`config.mk`:
```
export PLATFORM = sky130hd
export DESIGN_NAME = unidad_riesgos
export DESIGN_NICKNAME = d
export VERILOG_FILES = /design/src/rtl/unidad_riesgos_pkg.sv /design/src/rtl/cont_estad.sv /design/src/rtl/unidad_riesgos.sv
export SDC_FILE = /design/constraint.sdc
export NUM_CORES = 1
export LEC_CHECK = 0
export BUFFER_PORTS_ARGS = -buffer_cell sky130_fd_sc_hd__clkbuf_2
export CAP_MARGIN = 20
export CORE_MARGIN = 5
export CORE_UTILIZATION = 52
export DETAILED_ROUTE_END_ITERATION = 12
export PLACE_DENSITY = 0.82
export SETUP_SLACK_MARGIN = 0.05
export SYNTH_ARGS = -nofsm -noshare
export SYNTH_HDL_FRONTEND = slang
export SYNTH_SLANG_ARGS = --single-unit
```
`constraint.sdc`:
```
create_clock -name clk -period 2.5 [get_ports clk]
set_clock_uncertainty 0.05 [all_clocks]
set_input_delay 0.375 -clock clk [delete_from_list [all_inputs] [get_ports clk]]
set_output_delay 0.375 -clock clk [all_outputs]
set_load 0.005 [all_outputs]
```
`src/rtl/unidad_riesgos_pkg.sv`:
```
// Shared constants for the hazard/stall unit: FSM encoding, parameter defaults
// and the architectural zero register.
package unidad_riesgos_pkg;
  localparam logic [0:0] ST_RUN      = 1'b0;
  localparam logic [0:0] ST_MEM_WAIT = 1'b1;

  localparam int WAIT_MAX_DEF = 16;
  localparam int CNT_W_DEF    = 32;

  localparam logic [4:0] REG_ZERO = 5'd0;
endpackage

```
`src/rtl/cont_estad.sv`:
```
// Free-running wrap-around statistics counter with count enable.
module cont_estad #(
  parameter int W = 32
) (
  input  logic         clk,
  input  logic         rst,
  input  logic         en,
  output logic [W-1:0] cnt
);
  logic [W-1:0] cnt_q, cnt_d;

  always_comb begin
    cnt_d = cnt_q;
    if (en) cnt_d = cnt_q + W'(1);
  end

  always_ff @(posedge clk or negedge rst) begin
    if (!rst) cnt_q <= '0;
    else      cnt_q <= cnt_d;
  end

  assign cnt = cnt_q;
endmodule

```
`src/rtl/unidad_riesgos.sv`:
```
// Hazard/stall control for the 5-stage pipeline: load-use, taken branch in MEM
// and multi-cycle data memory, plus stall/flush statistics and timeout flag.
module unidad_riesgos
  import unidad_riesgos_pkg::*;
#(
  parameter int WAIT_MAX = WAIT_MAX_DEF,
  parameter int CNT_W    = CNT_W_DEF
) (
  input  logic             clk,
  input  logic             rst,
  input  logic [4:0]       id_rs,
  input  logic [4:0]       id_rt,
  input  logic             id_uses_rt,
  input  logic             ex_mem_read,
  input  logic [4:0]       ex_addr_rt,
  input  logic             mem_branch_taken,
  input  logic             mem_access,
  input  logic             dmem_ready,
  output logic             pc_en,
  output logic             cfe_en,
  output logic             dex_en,
  output logic             em_en,
  output logic             mw_en,
  output logic             cfe_flush,
  output logic             dex_flush,
  output logic             em_flush,
  output logic             mw_flush,
  output logic             pc_sel_branch,
  output logic             mem_timeout,
  output logic [CNT_W-1:0] stall_count,
  output logic [CNT_W-1:0] flush_count
);
  localparam int             WCW  = $clog2(WAIT_MAX + 1);
  localparam logic [WCW-1:0] WMAX = WCW'(WAIT_MAX);

  logic [0:0]     state_q, state_d;
  logic [WCW-1:0] wcnt_q, wcnt_d;
  logic           timeout_q, timeout_d;
  logic           pending, timeout_hit, mem_stall, load_use;
  logic           stall_inc, flush_inc;

  always_comb begin
    pending     = mem_access && !dmem_ready;
    // Once the wait counter has hit the limit the access is forced complete
    // and this cycle behaves as a normal (non-waiting) cycle.
    timeout_hit = pending && (state_q == ST_MEM_WAIT) && (wcnt_q == WMAX);
    mem_stall   = pending && !timeout_hit;
    load_use    = ex_mem_read && (ex_addr_rt != REG_ZERO) &&
                  ((ex_addr_rt == id_rs) || (id_uses_rt && (ex_addr_rt == id_rt)));

    state_d   = ST_RUN;
    wcnt_d    = '0;
    timeout_d = timeout_q | timeout_hit;
    if (mem_stall) begin
      state_d = ST_MEM_WAIT;
      wcnt_d  = (state_q == ST_RUN) ? WCW'(1) : wcnt_q + WCW'(1);
    end
  end

  always_comb begin
    pc_en         = 1'b1;
    cfe_en        = 1'b1;
    dex_en        = 1'b1;
    em_en         = 1'b1;
    mw_en         = 1'b1;
    cfe_flush     = 1'b0;
    dex_flush     = 1'b0;
    em_flush      = 1'b0;
    mw_flush      = 1'b0;
    pc_sel_branch = 1'b0;
    stall_inc     = 1'b0;
    flush_inc     = 1'b0;
    if (!rst) begin
      {pc_en, cfe_en, dex_en, em_en, mw_en} = '0;
    end else if (mem_stall) begin
      {pc_en, cfe_en, dex_en, em_en, mw_en} = '0;
      mw_flush  = 1'b1;
      stall_inc = 1'b1;
    end else if (mem_branch_taken) begin
      pc_sel_branch = 1'b1;
      cfe_flush     = 1'b1;
      dex_flush     = 1'b1;
      em_flush      = 1'b1;
      flush_inc     = 1'b1;
    end else if (load_use) begin
      pc_en     = 1'b0;
      cfe_en    = 1'b0;
      dex_flush = 1'b1;
      stall_inc = 1'b1;
    end
  end

  always_ff @(posedge clk or negedge rst) begin
    if (!rst) begin
      state_q   <= ST_RUN;
      wcnt_q    <= '0;
      timeout_q <= 1'b0;
    end else begin
      state_q   <= state_d;
      wcnt_q    <= wcnt_d;
      timeout_q <= timeout_d;
    end
  end

  assign mem_timeout = timeout_q;

  cont_estad #(.W(CNT_W)) u_cnt_stall (
    .clk (clk), .rst (rst), .en (stall_inc), .cnt (stall_count)
  );

  cont_estad #(.W(CNT_W)) u_cnt_flush (
    .clk (clk), .rst (rst), .en (flush_inc), .cnt (flush_count)
  );
endmodule
```
==> summary.md <==
| Metric | Value |
|---|---|
| Largest net degree at the start of global routing | `43` |
| Tot GR Track Use | `between 20% and 30%` |
| N_diodes | `0` |
| Final Instance Area | `approximately 4300 um^2` |
| Wire per inst | `between 15 and 20 um` |
| CP Class | `reg2out` |
| Synth cell types | `38` |
| Clk slew on worst S/H paths | `0.07 ns` |
| Non-filler instance count after layout | `approximately 510` |
| Power Density | `583 nW/um^2` |
| Min-Delay Path Class | `in2async` |
| Vias/cell | `5.48` |
| TNS Setup | `0 ns` |
| Clock net sink count | `a little over 70` |
| Synth Register Bits | `slightly above 70` |
| Ys async rst share | `between 90% and 100%` |
| CTS Buf Count | `9` |
| Post-detail-place hpwl | `5850 um` |
| Synth area leader | `dfrtp_1` |
| Placement Setup Slack | `0.0634 ns` |
| Synth top area cells | `dfrtp_1 (50%), xor2_1 (11%), xnor2_1 (6.9%)` |
| Vias in the first global route | `2,926` |
| Area Overhead vs Synth | `21.2%` |
| PortBufs | `96` |
| M2 GR Usage | `34.7%` |
| Maxcap violations | `0` |
| CP required | `approximately 2.1 ns` |
| Peak supply drop | `0.480 mV` |
| Worst-Skew Late Latency | `0.35 ns` |
| Clock root cell | `clkbuf_8` |
| Starting Density | `52.9%` |
| Main flop type after synthesis | `dfrtp_1` |
| DR pass1 iterations | `4` |
| Final net count | `450` |
| Max-slew violation count | `0` |
| Num ports | `97` |
| GPL Wtd Cong | `around 0.81` |
| Synthesized area | `3550 um^2` |
| DR DRC count | `0` |
| Chip height | `around 93 um` |
| Cell Rows | `30` |
| Gate Count Post-Synth | `320` |
| Layout cells sized above 1 | `between 30% and 40%` |
| Final ANT Viol Nets | `0` |
| Hold Fails Final Rpt | `0` |
| H-tree depth | `3` |
| Fin util | `64.1%` |
| Crit start category | `register` |
| Setup WS post-layout | `0.276 ns` |
| Crit. End Element | `primary output` |
| Clk buf depth | `2` |
| Met1 GRT Util | `between 20% and 30%` |
| Global route hottest layer | `met2` |
| Synth Area per Inst | `11.1 um^2` |
| RSZ-0062 raised after global routing | `no` |
| Ys Warns | `0` |
| Hold slack | `0.0124 ns` |
| Count leader, synth | `dfrtp_1` |
| Fmax | `450 MHz` |
| Leakage | `2.20 nW` |
| Worst-Margin Slew | `0.848 ns` |
| Initial antenna violation count | `0` |
| Crit share post-route | `between 80 and 90%` |
| Placed cells | `492` |
| Critical Path Fanout Max | `6` |
| Worst EP arrival | `1.80 ns` |
| Max_slew headroom | `43.3%` |
| CTS tree | `yes` |
| Post-synth top cells | `dfrtp_1 (71), xor2_1 (46), xnor2_1 (28)` |
| Total Wirelength | `8040 um` |
| Post-synthesis sequential area ratio | `between 50 and 60%` |
| PnR Total Power | `2.51 mW` |
| Core area | `6720 um^2` |
| Vias post-DR | `~2,800` |
| Starting DRT DRC Count | `71` |
| # setup viols final | `0` |
| Post-CTS Setup Inserts | `0` |
| GRT Residual Overflow | `0` |
| Status | `complete, no violations` |
| Post-synth EDFFs | `0` |
| GR met3 Demand/Resource | `approximately 5%` |
| Post-synth net total | `346` |
| Die area | `8580 um^2` |
| Top-area cell type share of the netlist area | `50.0%` |
| First-pass GRT wire length | `13,600 um` |
| Period minus WS final | `2.22 ns` |
| Die width | `92.7 um` |
| Placed inst area | `4140 um^2` |
## registers in the layout (all words and copies together), names as in the netlist
| register | cells |
|---|---|
| mem_timeout | 1 |
| state_q | 1 |
| u_cnt_flush.cnt | 32 |
| u_cnt_stall.cnt | 32 |
| wcnt_q | 5 |
## worst paths after layout
check                                     from                   to  slack, ns  depth (start not counted)
max                                  wcnt_q[0]        pc_sel_branch       0.28                          7
min                                        rst              state_q       0.01                          2
max reg2reg                          wcnt_q[0]  u_cnt_flush.cnt[21]       0.37                          9
min reg2reg                u_cnt_stall.cnt[31]  u_cnt_stall.cnt[31]       0.42                          1
max in group asynchronous                  rst   u_cnt_stall.cnt[0]       1.15                          2
min in group clk                    mem_access          mem_timeout       0.26                          3
## cell families (layout without fill, tap and decap cells)
group | Yosys count | in the layout | share of synthesized area, %
buf+inv | 22 | 131 | 3.56
mux | 1 | 1 | 0.317
fa+ha+maj | 4 | 4 | 1.41
compound gates | 8 | 8 | 1.73
simple gates | 139 | 139 | 24.3
xor+xnor | 75 | 75 | 18.7
flops | 71 | 71 | 50.0
## cell type report
type | count | area, um^2
inverters | 9 | 33.8
well taps | 80 | 100
clock buffers | 12 | 135
repair buffers | 106 | 573
fillers | 516 | 2410
clock inverters | 4 | 22.5
flip-flops and latches | 71 | 1780
multi-input cells | 227 | 1670
## placed cells by master (no fill, tap or decap), types with 2 or more instances in the layout
cell type	n
nor4_2	10
nor4b_2	4
nor2_1	16
clkbuf_2	95
nand3_1	23
nand2_1	25
ha_1	4
xor2_1	46
and2_1	2
inv_1	8
and3_1	11
nor4_1	3
clkbuf_1	3
o31a_1	2
buf_4	9
nor3_2	7
clkbuf_8	9
xnor2_1	28
nor3_1	10
dfrtp_1	71
clkinv_2	3
nand2b_1	2
nand4_1	16
and4_1	3
## power by group
part / switching, mW / internal, mW / total (mW)
Combinational: 0.198 / 0.174 / 0.372
Clock: 0.416 / 0.356 / 0.772
Sequential: 0.129 / 1.24 / 1.36
Total: 0.743 / 1.77 / 2.51
## per-layer routing
metal	up-vias	wire length, um
li1	1310	-
met1	1377	3420
met2	90	4080
met3	14	415
met4	0	128
met5	-	0
## what timing repair did
item	CTS	global route
hold endpoints to repair	18	0
endpoints found under the setup margin	0	3
gates resized for setup	0	3
hold buffers	1	0
## worst max-delay path, stage by stage (launching register included)
cell and delay [ns]:
dfrtp_1 0.39, inv_1 0.06, ha_1 0.20, a41o_1 0.22, and2_2 0.25, nand2_2 0.15
inv_2 0.08, clkbuf_2 0.11
(Power assumes the default switching activity.)
